$ cat src/rtl/load_store_unit_if.sv
// Data-memory request/ready bus driven by the load/store unit.
// The unit is the master; a word-addressed data memory is the slave.
interface load_store_unit_if;
    logic        mem_req_o;
    logic        mem_we_o;
    logic [31:0] mem_addr_o;
    logic [31:0] mem_wdata_o;
    logic [3:0]  mem_wstrb_o;
    logic        mem_ready_i;
    logic [31:0] mem_rdata_i;

    modport master (
        output mem_req_o, mem_we_o, mem_addr_o, mem_wdata_o, mem_wstrb_o,
        input  mem_ready_i, mem_rdata_i
    );

    modport slave (
        input  mem_req_o, mem_we_o, mem_addr_o, mem_wdata_o, mem_wstrb_o,
        output mem_ready_i, mem_rdata_i
    );
endinterface

$ cat src/rtl/load_store_unit.sv
// Multi-cycle RV32I load/store engine. It reads rs1/rs2 from the register
// bank, forms the effective address, performs one word-aligned memory access
// with byte strobes, then aligns/extends load data and writes it back to rd.
module load_store_unit (
    input  logic                     clk,
    input  logic                     rst,
    input  logic                     start_i,
    input  logic                     is_store_i,
    input  logic [2:0]               funct3_i,
    input  logic [4:0]               rs1_addr_i,
    input  logic [4:0]               rs2_addr_i,
    input  logic [4:0]               rd_addr_i,
    input  logic [11:0]              imm_i,
    output logic [4:0]               RS1_ADDR_o,
    output logic [4:0]               RS2_ADDR_o,
    input  logic [31:0]              RS1_data_i,
    input  logic [31:0]              RS2_data_i,
    output logic [4:0]               RD_ADDR_o,
    output logic [31:0]              data_o,
    output logic                     wr_en_o,
    load_store_unit_if.master        mem_bus,
    output logic                     busy_o,
    output logic                     done_o,
    output logic                     err_o
);

    typedef enum logic [1:0] {IDLE, CALC, MEM, DONE} state_t;

    localparam logic [2:0] F3_B  = 3'b000;
    localparam logic [2:0] F3_H  = 3'b001;
    localparam logic [2:0] F3_W  = 3'b010;
    localparam logic [2:0] F3_BU = 3'b100;
    localparam logic [2:0] F3_HU = 3'b101;

    state_t      state;
    logic        is_store_q;
    logic [2:0]  funct3_q;
    logic [11:0] imm_q;
    logic [1:0]  off_q;

    logic [31:0] ea;
    logic        legal_f3;
    logic        misaligned;
    logic        calc_err;
    logic [31:0] st_wdata;
    logic [3:0]  st_wstrb;
    logic [31:0] ld_shifted;
    logic [31:0] ld_value;

    // Address generation, legality check and store-lane formatting for CALC.
    always_comb begin
        // NOTE: every signal gets a default first so no path leaves it unassigned (no latch).
        legal_f3   = 1'b0;
        misaligned = 1'b0;
        st_wdata   = RS2_data_i;
        st_wstrb   = 4'b0000;

        ea = RS1_data_i + {{20{imm_q[11]}}, imm_q};

        if (is_store_q) begin
            legal_f3 = (funct3_q == F3_B) || (funct3_q == F3_H) || (funct3_q == F3_W);
        end else begin
            legal_f3 = (funct3_q == F3_B) || (funct3_q == F3_H) || (funct3_q == F3_W) ||
                       (funct3_q == F3_BU) || (funct3_q == F3_HU);
        end

        // Halfword accesses need ea[0]=0, word accesses need ea[1:0]=0.
        if (funct3_q[1:0] == 2'b01) begin
            misaligned = ea[0];
        end else if (funct3_q[1:0] == 2'b10) begin
            misaligned = (ea[1:0] != 2'b00);
        end

        if (is_store_q) begin
            case (funct3_q[1:0])
                2'b00: begin
                    st_wdata = {4{RS2_data_i[7:0]}};
                    st_wstrb = 4'b0001 << ea[1:0];
                end
                2'b01: begin
                    st_wdata = {2{RS2_data_i[15:0]}};
                    st_wstrb = 4'b0011 << ea[1:0];
                end
                default: begin
                    st_wdata = RS2_data_i;
                    st_wstrb = 4'b1111;
                end
            endcase
        end
    end

    assign calc_err = !legal_f3 || misaligned;

    // Load alignment: bring the addressed lane down to bit 0, then extend.
    always_comb begin
        ld_shifted = mem_bus.mem_rdata_i >> {off_q, 3'b000};
        case (funct3_q)
            F3_B:    ld_value = {{24{ld_shifted[7]}}, ld_shifted[7:0]};
            F3_H:    ld_value = {{16{ld_shifted[15]}}, ld_shifted[15:0]};
            F3_BU:   ld_value = {24'd0, ld_shifted[7:0]};
            F3_HU:   ld_value = {16'd0, ld_shifted[15:0]};
            default: ld_value = ld_shifted;
        endcase
    end

    // Control FSM; every output is a register updated alongside the state.
    always_ff @(posedge clk) begin
        if (rst) begin
            // NOTE: sequential state uses non-blocking assignments so all registers update together at the edge.
            state                <= IDLE;
            is_store_q           <= 1'b0;
            funct3_q             <= 3'b000;
            imm_q                <= 12'd0;
            off_q                <= 2'b00;
            RS1_ADDR_o           <= 5'd0;
            RS2_ADDR_o           <= 5'd0;
            RD_ADDR_o            <= 5'd0;
            data_o               <= 32'd0;
            wr_en_o              <= 1'b0;
            mem_bus.mem_req_o    <= 1'b0;
            mem_bus.mem_we_o     <= 1'b0;
            mem_bus.mem_addr_o   <= 32'd0;
            mem_bus.mem_wdata_o  <= 32'd0;
            mem_bus.mem_wstrb_o  <= 4'b0000;
            busy_o               <= 1'b0;
            done_o               <= 1'b0;
            err_o                <= 1'b0;
        end else begin
            case (state)
                IDLE: begin
                    if (start_i) begin
                        is_store_q <= is_store_i;
                        funct3_q   <= funct3_i;
                        imm_q      <= imm_i;
                        RS1_ADDR_o <= rs1_addr_i;
                        RS2_ADDR_o <= rs2_addr_i;
                        RD_ADDR_o  <= rd_addr_i;
                        busy_o     <= 1'b1;
                        state      <= CALC;
                    end
                end

                CALC: begin
                    if (calc_err) begin
                        // Illegal or misaligned: report without touching memory.
                        done_o <= 1'b1;
                        err_o  <= 1'b1;
                        state  <= DONE;
                    end else begin
                        mem_bus.mem_addr_o  <= {ea[31:2], 2'b00};
                        mem_bus.mem_we_o    <= is_store_q;
                        mem_bus.mem_wdata_o <= is_store_q ? st_wdata : 32'd0;
                        mem_bus.mem_wstrb_o <= st_wstrb;
                        mem_bus.mem_req_o   <= 1'b1;
                        off_q               <= ea[1:0];
                        state               <= MEM;
                    end
                end

                MEM: begin
                    // Request fields stay frozen until the memory accepts.
                    if (mem_bus.mem_ready_i) begin
                        mem_bus.mem_req_o <= 1'b0;
                        mem_bus.mem_we_o  <= 1'b0;
                        done_o            <= 1'b1;
                        if (!is_store_q) begin
                            data_o  <= ld_value;
                            wr_en_o <= (RD_ADDR_o != 5'd0);
                        end
                        state <= DONE;
                    end
                end

                DONE: begin
                    done_o  <= 1'b0;
                    err_o   <= 1'b0;
                    wr_en_o <= 1'b0;
                    busy_o  <= 1'b0;
                    state   <= IDLE;
                end

                default: state <= IDLE;
            endcase
        end
    end

endmodule

$ cat src/flat_wrapper.sv
// flat-port wrapper written by rule: the top's interface ports become plain ports
module load_store_unit_flat 
  (clk, rst, start_i, is_store_i, funct3_i, rs1_addr_i, rs2_addr_i, rd_addr_i, imm_i, RS1_ADDR_o, RS2_ADDR_o, RS1_data_i, RS2_data_i, RD_ADDR_o, data_o, wr_en_o, busy_o, done_o, err_o, mem_bus_mem_req_o, mem_bus_mem_we_o, mem_bus_mem_addr_o, mem_bus_mem_wdata_o, mem_bus_mem_wstrb_o, mem_bus_mem_ready_i, mem_bus_mem_rdata_i);
  load_store_unit_if mem_bus_i ();
  input  logic clk;
  input  logic rst;
  input  logic start_i;
  input  logic is_store_i;
  input  logic [2:0] funct3_i;
  input  logic [4:0] rs1_addr_i;
  input  logic [4:0] rs2_addr_i;
  input  logic [4:0] rd_addr_i;
  input  logic [11:0] imm_i;
  output logic [4:0] RS1_ADDR_o;
  output logic [4:0] RS2_ADDR_o;
  input  logic [31:0] RS1_data_i;
  input  logic [31:0] RS2_data_i;
  output logic [4:0] RD_ADDR_o;
  output logic [31:0] data_o;
  output logic wr_en_o;
  output logic busy_o;
  output logic done_o;
  output logic err_o;
  output wire logic [$bits(mem_bus_i.mem_req_o)-1:0] mem_bus_mem_req_o;
  output wire logic [$bits(mem_bus_i.mem_we_o)-1:0] mem_bus_mem_we_o;
  output wire logic [$bits(mem_bus_i.mem_addr_o)-1:0] mem_bus_mem_addr_o;
  output wire logic [$bits(mem_bus_i.mem_wdata_o)-1:0] mem_bus_mem_wdata_o;
  output wire logic [$bits(mem_bus_i.mem_wstrb_o)-1:0] mem_bus_mem_wstrb_o;
  input wire logic [$bits(mem_bus_i.mem_ready_i)-1:0] mem_bus_mem_ready_i;
  input wire logic [$bits(mem_bus_i.mem_rdata_i)-1:0] mem_bus_mem_rdata_i;
  assign mem_bus_mem_req_o = mem_bus_i.mem_req_o;
  assign mem_bus_mem_we_o = mem_bus_i.mem_we_o;
  assign mem_bus_mem_addr_o = mem_bus_i.mem_addr_o;
  assign mem_bus_mem_wdata_o = mem_bus_i.mem_wdata_o;
  assign mem_bus_mem_wstrb_o = mem_bus_i.mem_wstrb_o;
  assign mem_bus_i.mem_ready_i = mem_bus_mem_ready_i;
  assign mem_bus_i.mem_rdata_i = mem_bus_mem_rdata_i;
  load_store_unit u_core (.clk(clk), .rst(rst), .start_i(start_i), .is_store_i(is_store_i), .funct3_i(funct3_i), .rs1_addr_i(rs1_addr_i), .rs2_addr_i(rs2_addr_i), .rd_addr_i(rd_addr_i), .imm_i(imm_i), .RS1_ADDR_o(RS1_ADDR_o), .RS2_ADDR_o(RS2_ADDR_o), .RS1_data_i(RS1_data_i), .RS2_data_i(RS2_data_i), .RD_ADDR_o(RD_ADDR_o), .data_o(data_o), .wr_en_o(wr_en_o), .mem_bus(mem_bus_i), .busy_o(busy_o), .done_o(done_o), .err_o(err_o));
endmodule
$ cat config.mk
export PLATFORM = sky130hd
export DESIGN_NAME = load_store_unit_flat
export DESIGN_NICKNAME = d
export VERILOG_FILES = /design/src/rtl/load_store_unit_if.sv /design/src/rtl/load_store_unit.sv /design/src/flat_wrapper.sv
export SDC_FILE = /design/constraint.sdc
export NUM_CORES = 1
export LEC_CHECK = 0
export ABC_AREA = 1
export BUFFER_PORTS_ARGS = -buffer_cell sky130_fd_sc_hd__buf_4
export CAP_MARGIN = 20
export CELL_PAD_IN_SITES_DETAIL_PLACEMENT = 0
export CELL_PAD_IN_SITES_GLOBAL_PLACEMENT = 1
export CORE_MARGIN = 2
export CORE_UTILIZATION = 36
export DETAILED_ROUTE_END_ITERATION = 10
export GPL_ROUTABILITY_DRIVEN = 0
export HOLD_SLACK_MARGIN = 0.12
export PLACE_DENSITY_LB_ADDON = 0.1
export SETUP_SLACK_MARGIN = 0.3
export SLEW_MARGIN = 20
export SYNTH_ARGS = -nofsm -noshare
export SYNTH_HDL_FRONTEND = slang
export SYNTH_SLANG_ARGS = --single-unit
$ cat constraint.sdc
create_clock -name clk -period 2.4 [get_ports clk]
set_clock_uncertainty 0.1 [all_clocks]
set_input_delay 0.12 -clock clk [delete_from_list [all_inputs] [get_ports clk]]
set_output_delay 0.12 -clock clk [all_outputs]
set_load 0.01 [all_outputs]
==> impl_metrics.env <==
export IMPL_outcome="finished, final reports clean"
export IMPL_post_route_period_util=0.970
export IMPL_final_setup_viol_count=0
export IMPL_drt_iter0_markers=595
export IMPL_grt_remaining_overflow=0
export IMPL_netlist_area_um2=8470
export IMPL_p_leak_nw=6.62
export IMPL_synth_flop_cell="dfxtp_1"
export IMPL_syn_to_final_growth_pct=52.8
export IMPL_htree_levels=4
export IMPL_fmax_mhz=430
export IMPL_hp_class="primary input to flop"
export IMPL_crit_fanout=10
export IMPL_cts_sinks=139
export IMPL_fin_crit_ns=2.33
export IMPL_die_area_um2=24800
export IMPL_fin_util=0.556
export IMPL_nets=1851
export IMPL_cp_start_kind="flop"
export IMPL_cts_tree="built"
export IMPL_cp_required_ns=2.59
export IMPL_coreArea_um2=23300
export IMPL_synth_area_leaders="dfxtp_1 33%, nand2_1 14%, inv_1 8.1%"
export IMPL_setup_slack_ns=0.0726
export IMPL_synth_edf_count=0
export IMPL_rsz0062_at_grt="yes"
export IMPL_yosysTopAreaCell="dfxtp_1"
export IMPL_ioPinCount=252
export IMPL_yosysMostFrequentCell="nand2_1"
export IMPL_dpl_cell_area_um2=10800
export IMPL_start_util=0.364
export IMPL_seq_power_share=0.261
export IMPL_switchingPower_w=0.00565
export IMPL_cts_buffers=17
export IMPL_cp_arrival_ns=2.52
export IMPL_syn_inst=1328
export IMPL_synth_warnings=0
export IMPL_maxCapViolations=0
export IMPL_synth_yosys_seq_area_share=0.328
export IMPL_reg2reg_depth=12
export IMPL_synth_top_cell_area_share=0.328
export IMPL_max_slew_margin=0.594
export IMPL_hold_depth=6
export IMPL_track_usage=0.242
export IMPL_clockRootBuffer="clkbuf_16"
export IMPL_post_place_ws_ns=0.0123
export IMPL_grt_pass1_vias=9111
export IMPL_p_comb_frac=0.534
export IMPL_wirelength_mm=30.5
export IMPL_vdd_ir_drop_max_uv=600
export IMPL_synth_seq_cells=139
export IMPL_hold_viol=0
export IMPL_ys_top_cells_by_count="314 x nand2_1, 182 x inv_1, 171 x nor2_1, 139 x dfxtp_1, 77 x a21oi_1"
export IMPL_n_antenna_cell=0
export IMPL_fp_dieH_um=157
export IMPL_tightest_slew_ns=0.608
export IMPL_fin_area_um2=12900
export IMPL_ant_nets=0
export IMPL_dp_cells=1866
export IMPL_worstSetupEndpointType="flop"
export IMPL_dieWidth_um=157
export IMPL_final_cells=2016
export IMPL_cts_buffer_depth=2
export IMPL_synth_distinct_cells=43
export IMPL_drc=0
export IMPL_power_w=0.0132
export IMPL_grt_pass1_wl_mm=47.1
export IMPL_cellPowerDensity_nw_per_um2=1020
export IMPL_dp_hpwl_mm=21.9
export IMPL_syn_avg_cell_area_um2=6.38
export IMPL_drive_above_1_share=0.248
export IMPL_via_count=9581
export IMPL_routed_via_density=4.75
export IMPL_async_flop_share=0
export IMPL_p_sw_frac=0.429
export IMPL_slew_viol_final=0
export IMPL_clk_latency_ns=0.42
export IMPL_grt_antenna_before_repair=0
export IMPL_clk_pin_slew_ns=0.07
export IMPL_avgRoutedWirePerCell_um=15.1
export IMPL_rows=56
export IMPL_drt_pre_antenna_iters=4
export IMPL_port_buffers=249
export IMPL_clkPwrFrac=0.205
export IMPL_grt_start_max_net_pins=49
export IMPL_worstSetupPathType="flop to flop"
export IMPL_p_int_w=0.00753
## per-stage QoR
stage,hold slack [ns],TNS [ns]
final,0.129,0
after global routing,0.172,-0.291
after CTS,0.129,0
after detailed placement,0.279,0
after global placement,0.271,0
after floorplan,0.180,0
## worst paths after layout
| path | startpoint | endpoint | slack [ns] |
|---|---|---|---|
| setup / recovery | u_core.imm_q[0]$_SDFFE_PP0P_ | u_core.mem_bus.mem_wstrb_o[2]$_SDFFE_PP0P_ | 0.07 |
| hold / removal | mem_bus_mem_rdata_i[1] | u_core.data_o[1]$_SDFFE_PP0P_ | 0.13 |
| setup reg to reg | u_core.imm_q[0]$_SDFFE_PP0P_ | u_core.mem_bus.mem_wstrb_o[2]$_SDFFE_PP0P_ | 0.07 |
| hold reg to reg | u_core.done_o$_SDFFE_PP0P_ | u_core.done_o$_SDFFE_PP0P_ | 0.37 |
## layer usage
metal / GRT usage / wire, um / vias to the layer above
met5: 0 / 0 / -
met4: 0.0701 / 568 / 0
met3: 0.0556 / 2170 / 35
met2: 0.382 / 13400 / 299
met1: 0.331 / 14300 / 4288
li1: - / - / 4959
## cell families after synthesis
| family | after synthesis | share of synthesized area |
|---|---|---|
| simple gates | 608 | 0.294 |
| xor+xnor | 13 | 0.0134 |
| mux | 5 | 0.00591 |
| compound gates | 262 | 0.177 |
| flops | 139 | 0.328 |
| fa+ha+maj | 36 | 0.0540 |
| other cells | 1 | 0.000443 |
| buf+inv | 264 | 0.127 |
## placed cells by master, fill, tap and decap left out, types with 3 or more instances in the layout
master,n
o21ai_2,12
o21a_1,25
dfxtp_1,136
nor2_1,168
inv_2,22
o21ai_1,37
and2_1,4
or2_2,8
buf_16,4
buf_6,3
nand2_4,7
clkbuf_16,21
nand2_2,5
xnor2_1,3
nand2_1,304
o22ai_1,6
a21oi_1,70
inv_8,6
xor2_1,10
inv_1,181
nand3_2,16
o21ai_0,63
nand3_1,59
dfxtp_2,3
nand4_1,7
o211ai_1,33
inv_6,4
mux2i_1,5
nor2_2,4
ha_1,34
buf_12,9
buf_4,273
a21oi_2,7
nor3_1,18
dlygate4sd3_1,99
## final cells by class
class | instances | area [um2]
Timing Repair Buffer | 394 | 3490
Tap cell | 319 | 399
Inverter | 206 | 781
Fill cell | 2339 | 10300
Multi-Input combinational cell | 926 | 4880
Clock inverter | 15 | 174
Sequential cell | 139 | 2790
Clock buffer | 17 | 425
## repair_timing
| item | in CTS | in global routing |
|---|---|---|
| hold buffers | 99 | 0 |
| setup buffers | 10 | 1 |
| gates cloned | 4 | 4 |
| gates resized for setup | 16 | 52 |
| endpoints found under the hold margin | 100 | 0 |
| endpoints found under the setup margin | 73 | 97 |
| pin swaps | 1 | 13 |
## sequential cells by signal, indices dropped and copies added, names as in the netlist
signal / flops
u_core.data_o: 32
u_core.RD_ADDR_o: 5
u_core.wr_en_o: 1
u_core.imm_q: 12
u_core.RS2_ADDR_o: 5
u_core.mem_bus.mem_we_o: 1
u_core.is_store_q: 1
u_core.funct3_q: 3
u_core.off_q: 2
u_core.busy_o: 1
u_core.mem_bus.mem_addr_o: 30
u_core.state: 2
u_core.err_o: 1
u_core.mem_bus.mem_wdata_o: 32
u_core.mem_bus.mem_wstrb_o: 4
u_core.mem_bus.mem_req_o: 1
u_core.RS1_ADDR_o: 5
u_core.done_o: 1
## worst max-delay path, cell delays in order, from the launching register on
cell and delay (ns):
dfxtp_2 0.35, ha_4 0.14, fa_2 0.46, inv_2 0.11, nand2_4 0.06, o31ai_4 0.30, nand3_4 0.16, inv_8 0.11
buf_12 0.12, buf_12 0.13, nand2_2 0.04, o21ai_1 0.07, nor2_1 0.04
## power groups by stage
| stage | clock, W | combinational [W] | sequential (W) |
|---|---|---|---|
| after floorplan | 0 | 0.00362 | 0.00357 |
| after global placement | 0 | 0.00596 | 0.00346 |
| after detailed placement | 0 | 0.00598 | 0.00346 |
| after CTS | 0.00275 | 0.00670 | 0.00342 |
| after global routing | 0.00286 | 0.00784 | 0.00351 |
| final | 0.00270 | 0.00704 | 0.00345 |
No activity file was read; power rests on OpenSTA's default activity.
